<file path="config.mk">
export PLATFORM = sky130hd
export DESIGN_NAME = ufm_burst_streamer
export DESIGN_NICKNAME = d
export VERILOG_FILES = /design/src/rtl/ufm_burst_streamer_pkg.sv /design/src/rtl/ufm_burst_streamer_byte_fifo.sv /design/src/rtl/ufm_burst_streamer.sv
export SDC_FILE = /design/constraint.sdc
export NUM_CORES = 1
export LEC_CHECK = 0
export BUFFER_PORTS_ARGS = -buffer_cell sky130_fd_sc_hd__clkbuf_2
export CORE_ASPECT_RATIO = 1.25
export CORE_UTILIZATION = 40
export CTS_BUF_LIST = sky130_fd_sc_hd__clkbuf_2
export CTS_CLUSTER_DIAMETER = 40
export CTS_CLUSTER_SIZE = 28
export DETAILED_ROUTE_END_ITERATION = 10
export PLACE_DENSITY = 0.67
export RECOVER_POWER = 25
export SYNTH_ARGS = -nofsm -noshare
export SYNTH_HDL_FRONTEND = slang
export SYNTH_SLANG_ARGS = --single-unit
</file>
<file path="constraint.sdc">
create_clock -name clk -period 5.6 [get_ports clk]
set_input_delay 0.56 -clock clk [delete_from_list [all_inputs] [get_ports clk]]
set_output_delay 0.56 -clock clk [all_outputs]
set_load 0.01 [all_outputs]
</file>
<file path="src/rtl/ufm_burst_streamer_pkg.sv">
// Shared types for the UFM burst streamer: FSM encoding, address/length widths
// and the FIFO entry layout (last flag + data byte).
package efbutils;

    localparam int unsigned UfmAddrW = 15;
    localparam int unsigned LenW     = 16;
    localparam int unsigned EntryW   = 9;

    typedef logic [UfmAddrW-1:0] ufm_addr_t;
    typedef logic [LenW-1:0]     burst_len_t;

    typedef enum logic [2:0] {
        StIdle,
        StReq,
        StHold,
        StDrain,
        StAbort
    } burst_state_e;

    typedef struct packed {
        logic       last;
        logic [7:0] data;
    } fifo_entry_t;

endpackage

</file>
<file path="src/rtl/ufm_burst_streamer_byte_fifo.sv">
// Small power-of-two FIFO holding {last, byte} entries, with synchronous flush
// and an occupancy count.
module byte_fifo
    import efbutils::*;
#(
    parameter int unsigned DEPTH = 4,
    localparam int unsigned PtrW = $clog2(DEPTH),
    localparam int unsigned CntW = PtrW + 1
) (
    input  logic              clk_i,
    input  logic              rst_ni,
    input  logic              flush_i,
    input  logic              push_i,
    input  logic [EntryW-1:0] wdata_i,
    input  logic              pop_i,
    output logic [EntryW-1:0] rdata_o,
    output logic              empty_o,
    output logic [CntW-1:0]   occupancy_o
);

    logic [EntryW-1:0] mem_q [DEPTH];
    logic [PtrW-1:0]   wr_ptr_q, wr_ptr_d;
    logic [PtrW-1:0]   rd_ptr_q, rd_ptr_d;
    logic [CntW-1:0]   count_q, count_d;
    logic              full;
    logic              do_push;
    logic              do_pop;

    assign empty_o     = (count_q == '0);
    assign full        = (count_q == CntW'(DEPTH));
    assign occupancy_o = count_q;
    assign rdata_o     = mem_q[rd_ptr_q];

    assign do_pop  = pop_i & ~empty_o;
    // A push at full is only legal when a pop frees a slot in the same cycle.
    assign do_push = push_i & (~full | do_pop);

    always_comb begin
        wr_ptr_d = wr_ptr_q;
        rd_ptr_d = rd_ptr_q;
        count_d  = count_q;
        if (flush_i) begin
            wr_ptr_d = '0;
            rd_ptr_d = '0;
            count_d  = '0;
        end else begin
            if (do_push) begin
                wr_ptr_d = wr_ptr_q + PtrW'(1);
            end
            if (do_pop) begin
                rd_ptr_d = rd_ptr_q + PtrW'(1);
            end
            unique case ({do_push, do_pop})
                2'b10:   count_d = count_q + CntW'(1);
                2'b01:   count_d = count_q - CntW'(1);
                default: count_d = count_q;
            endcase
        end
    end

    always_ff @(posedge clk_i or negedge rst_ni) begin
        if (!rst_ni) begin
            wr_ptr_q <= '0;
            rd_ptr_q <= '0;
            count_q  <= '0;
        end else begin
            wr_ptr_q <= wr_ptr_d;
            rd_ptr_q <= rd_ptr_d;
            count_q  <= count_d;
        end
    end

    always_ff @(posedge clk_i) begin
        if (do_push && !flush_i) begin
            mem_q[wr_ptr_q] <= wdata_i;
        end
    end

endmodule

</file>
<file path="src/rtl/ufm_burst_streamer.sv">
// Streams a burst of bytes from the UFM page-buffered reader into a small
// output FIFO, one outstanding read at a time, with abort and backpressure.
module ufm_burst_streamer
    import efbutils::*;
#(
    parameter int unsigned FIFO_DEPTH = 4
) (
    input  logic                clk,
    input  logic                rst,
    input  logic                cmd_stb,
    input  logic [UfmAddrW-1:0] cmd_addr,
    input  logic [LenW-1:0]     cmd_len,
    output logic                cmd_ready,
    input  logic                abort,
    output logic [UfmAddrW-1:0] ufm_addr,
    output logic                read_en,
    input  logic [7:0]          ufm_data,
    input  logic                ufm_valid,
    output logic [7:0]          out_data,
    output logic                out_valid,
    input  logic                out_ready,
    output logic                out_last,
    output logic                busy
);

    localparam int unsigned OccW = $clog2(FIFO_DEPTH) + 1;

    burst_state_e state_q, state_d;
    ufm_addr_t    addr_q, addr_d;
    burst_len_t   remaining_q, remaining_d;
    logic         read_en_q;
    logic         busy_q;
    logic         cmd_ready_q;

    logic              fifo_push;
    logic              fifo_pop;
    logic              fifo_flush;
    logic              fifo_empty;
    logic [OccW-1:0]   fifo_occ;
    fifo_entry_t       fifo_wentry;
    logic [EntryW-1:0] fifo_rdata;
    fifo_entry_t       fifo_rentry;

    logic sample;
    logic last_pop;

    assign fifo_rentry = fifo_entry_t'(fifo_rdata);
    assign out_valid   = ~fifo_empty;
    assign out_data    = out_valid ? fifo_rentry.data : 8'h00;
    assign out_last    = out_valid & fifo_rentry.last;
    assign fifo_pop    = out_valid & out_ready;

    assign ufm_addr  = addr_q;
    assign read_en   = read_en_q;
    assign busy      = busy_q;
    assign cmd_ready = cmd_ready_q;

    // Read data is only trusted while our request is actually asserted.
    assign sample   = read_en_q & ufm_valid;
    assign last_pop = fifo_pop & fifo_rentry.last;

    always_comb begin
        state_d          = state_q;
        addr_d           = addr_q;
        remaining_d      = remaining_q;
        fifo_push        = 1'b0;
        fifo_flush       = 1'b0;
        fifo_wentry.last = (remaining_q == LenW'(1));
        fifo_wentry.data = ufm_data;

        unique case (state_q)
            StIdle: begin
                if (cmd_stb && !abort && (cmd_len != '0)) begin
                    addr_d      = cmd_addr;
                    remaining_d = cmd_len;
                    state_d     = StReq;
                end
            end
            StReq: begin
                if (abort) begin
                    // A read completing together with abort is simply dropped.
                    fifo_flush  = 1'b1;
                    remaining_d = '0;
                    state_d     = sample ? StIdle : StAbort;
                end else if (sample) begin
                    fifo_push   = 1'b1;
                    addr_d      = addr_q + ufm_addr_t'(1);
                    remaining_d = remaining_q - LenW'(1);
                    state_d     = StHold;
                end
            end
            StHold: begin
                if (abort) begin
                    fifo_flush  = 1'b1;
                    remaining_d = '0;
                    state_d     = StIdle;
                end else if (remaining_q == '0) begin
                    state_d = last_pop ? StIdle : StDrain;
                end else if (fifo_occ < OccW'(FIFO_DEPTH)) begin
                    state_d = StReq;
                end
            end
            StDrain: begin
                if (abort) begin
                    fifo_flush = 1'b1;
                    state_d    = StIdle;
                end else if (last_pop || fifo_empty) begin
                    state_d = StIdle;
                end
            end
            StAbort: begin
                // Keep the request up until the reader answers, then discard.
                if (sample) begin
                    state_d = StIdle;
                end
            end
            default: begin
                state_d = StIdle;
            end
        endcase
    end

    always_ff @(posedge clk or negedge rst) begin
        if (!rst) begin
            state_q     <= StIdle;
            addr_q      <= '0;
            remaining_q <= '0;
            read_en_q   <= 1'b0;
            busy_q      <= 1'b0;
            cmd_ready_q <= 1'b1;
        end else begin
            state_q     <= state_d;
            addr_q      <= addr_d;
            remaining_q <= remaining_d;
            read_en_q   <= (state_d == StReq) || (state_d == StAbort);
            busy_q      <= (state_d != StIdle);
            cmd_ready_q <= (state_d == StIdle);
        end
    end

    byte_fifo #(
        .DEPTH (FIFO_DEPTH)
    ) u_fifo (
        .clk_i       (clk),
        .rst_ni      (rst),
        .flush_i     (fifo_flush),
        .push_i      (fifo_push),
        .wdata_i     (fifo_wentry),
        .pop_i       (fifo_pop),
        .rdata_o     (fifo_rdata),
        .empty_o     (fifo_empty),
        .occupancy_o (fifo_occ)
    );

endmodule

</file>
==> flow_metrics.env <==
export IMPL_place_hpwl_um=6960
export IMPL_crit_chain="mux4_2 > and2_1 > clkbuf_2"
export IMPL_slew_headroom_pct=-62.9
export IMPL_fin_skew_ps=48.6
export IMPL_die_h_um=118
export IMPL_fin_nets=506
export IMPL_setup_viol_count_final=0
export IMPL_cp_top_family="flip-flops"
export IMPL_cts_buffer_depth=2
export IMPL_p_leak_nw=1.84
export IMPL_maxSlewViolCount=45
export IMPL_final_common_cell="clkbuf_2"
export IMPL_syn_inst=389
export IMPL_synth_area_per_cell_um2=11.0
export IMPL_clk_pin_slew_worst_paths_ps=230
export IMPL_grt_pass1_vias=3166
export IMPL_maxCapViolations=1
export IMPL_cts_setup_buffers=0
export IMPL_instances_no_fill=587
export IMPL_hold_violations=0
export IMPL_path_buf_inv=1
export IMPL_outcome="finished, violations left"
export IMPL_worstPathMaxFanout=11
export IMPL_grt_first_pass_wirelength_um=16300
export IMPL_async_flop_share_pct=55.0
export IMPL_wl_per_cell_um=16.9
export IMPL_grt_start_max_net_pins=45
export IMPL_peakVddDrop_uv=200
export IMPL_final_cell_mix="clkbuf_2 (73), dfrtp_1 (43), edfxtp_1 (36)"
export IMPL_htree_levels=3
export IMPL_io_pin_count=73
export IMPL_powerDensity_mw_per_mm2=479
export IMPL_fin_setup_tns_ps=0
export IMPL_hp_class="in2reg"
export IMPL_globalRouteOverflowTotal=0
export IMPL_worst_pin_slew_ps=2440
export IMPL_cts_buffers=9
export IMPL_synth_top_area_share_pct=25.3
export IMPL_first_pass_iters=5
export IMPL_routed_wl_um=9930
export IMPL_rows=41
export IMPL_period_needed_ps=2830
export IMPL_cts_resized=0
export IMPL_portBuffers=72
export IMPL_clock_tree_root_cell="clkbuf_2"
export IMPL_syn_num_nets=443
export IMPL_hold_buffers=0
export IMPL_slowest_delay_ps=830
export IMPL_start_util_pct=41.6
export IMPL_ant_nets=0
export IMPL_gp_congestion=0.859
export IMPL_critical_path_class="reg2out"
export IMPL_drc=0
export IMPL_cp_slowest_cell="dfrtp_1"
export IMPL_dieArea_mm2=0.0111
export IMPL_violations="capacitance limit, slew limit"
export IMPL_cts_sinks=80
export IMPL_drt_iter0_markers=267
export IMPL_syn_area_mm2=0.00427
export IMPL_seq_area_frac_synth_pct=51.1
export IMPL_post_route_period_util_pct=50.6
export IMPL_viasPerCell=5.80
export IMPL_fmax_mhz=353
export IMPL_core_area_mm2=0.0103
export IMPL_num_vias=3403
export IMPL_cts_tree="yes"
export IMPL_startpoint_type="flop"
export IMPL_grt_antenna_before_repair=1
export IMPL_cp_end_kind="output pin"
export IMPL_drive_gt1_share_pct=22.5
export IMPL_ys_ff_latch=80
export IMPL_cp_required_ps=5040
export IMPL_grt_setup_unrepaired="no"
export IMPL_yosysWarnings=0
export IMPL_synthFlopType="dfrtp_1"
export IMPL_synth_edf_count=36
export IMPL_place_inst=570
export IMPL_utilization_pct=46.9
export IMPL_yosys_area_top_type="edfxtp_1"
export IMPL_die_width_um=94.4
export IMPL_fillers=959
export IMPL_syn2layout_area_growth_pct=12.5
export IMPL_worstPathArrival_ps=2270
export IMPL_worst_skew_pair_late_latency_ps=560
export IMPL_synth_distinct_cells=60
export IMPL_synth_area_leaders="edfxtp_1 (25%), dfrtp_1 (25%), mux4_2 (4.7%), a21oi_1 (3.7%), o2bb2ai_1 (2.9%)"
export IMPL_grtUsageTotal_pct=18.8
==> cell families (layout without fill, tap and decap cells) <==
logic type,after synthesis,in the layout,share of synthesized area [%]
AOI/OAI and AO/OA,106,106,16.1
DFF,80,80,51.1
buffers and inverters,31,99,3.43
xor gates and xnor gates,6,6,1.23
adders and majority gates,9,9,2.81
and+or+nand+nor,143,143,19.4
muxes,14,14,5.94
other,0,1,0
==> flip-flops by register name, indices dropped and copies added (netlist names) <==
signal              count
u_fifo.mem_q           36
remaining_q            16
ufm_addr               15
state_q                 3
u_fifo.occupancy_o      3
u_fifo.rd_ptr_q         2
u_fifo.wr_ptr_q         2
busy                    1
cmd_ready               1
read_en                 1
==> metal layers <==
layer,up-vias,global-route usage (%),wire [µm],share of wire [%]
met4,0,6.63,148,1.5
met1,1653,25.7,4440,45
met2,128,29.9,4790,48
met5,-,0,0,0
li1,1609,-,-,-
met3,13,3.17,556,5.6
==> worst reg2reg max path: stages, from the launching register on <==
cell and delay, ps:
dfrtp_1 560, nor4b_4 930, a21oi_1 220, fa_1 440
a211oi_1 180, a31oi_1 80, xor2_1 170, nor2_1 110
==> area by class of cell <==
| class | count | area, µm² | share of cell area (%) |
|---|---|---|---|
| Inverter | 8 | 30.0 | 0.625 |
| Sequential cell | 80 | 2180 | 45.4 |
| Clock buffer | 9 | 45.0 | 0.937 |
| Antenna cell | 1 | 2.50 | 0.0521 |
| Clock inverter | 7 | 72.6 | 1.51 |
| Tap cell | 129 | 161 | 3.36 |
| Timing Repair Buffer | 75 | 369 | 7.68 |
| Multi-Input combinational cell | 278 | 1940 | 40.4 |
==> power breakdown <==
part | switching [mW] | leakage, nW | total, mW | internal (mW)
Clock | 0.215 | 0.0695 | 0.318 | 0.103
Combinational | 0.542 | 0.921 | 0.983 | 0.442
Sequential | 0.237 | 0.854 | 1.00 | 0.766
==> metrics by stage <==
step	power [mW]	area, µm²	hold slack [ps]	setup WS, ps
after floorplan	1.70	4270	264	3550
after global placement	1.97	4700	477	2920
after detailed placement	2.00	4700	502	2840
after CTS	2.31	4820	47.5	2690
after global routing	2.49	4810	209	2600
final	2.30	4810	244	2770
==> cells in the mapped netlist (all sizes together), types with 2 or more instances <==
library cell   n
dfrtp         43
edfxtp        36
a21oi         32
nand2         31
nand3         23
nor2          20
o21ai         20
and2          15
o2bb2ai       14
buf           12
clkbuf        11
nor3          11
mux4           9
nor4           9
ha             8
inv            8
o31ai          7
a22oi          6
nand2b         6
o22ai          6
a31oi          5
nor3b          5
mux2i          4
nand4          4
nor4b          4
xor2           4
a32oi          3
or3            3
or4            3
a211oi         2
and3           2
o2111ai        2
o211ai         2
or2            2
xnor2          2
==> path summary, 6_finish.rpt <==
kind / startpoint / to / slack (ps) / cells past startpoint
max: u_fifo.rd_ptr_q[0] / out_last / 2770 / 3
min: cmd_addr[1] / ufm_addr[1] / 240 / 3
max reg2reg: state_q[2] / u_fifo.occupancy_o[2] / 2890 / 7
min reg2reg: remaining_q[15] / remaining_q[15] / 540 / 1
max in group asynchronous: rst / ufm_addr[8] / 3390 / 2
min in group asynchronous: rst / remaining_q[12] / 800 / 2
(Power assumes the default switching activity.)
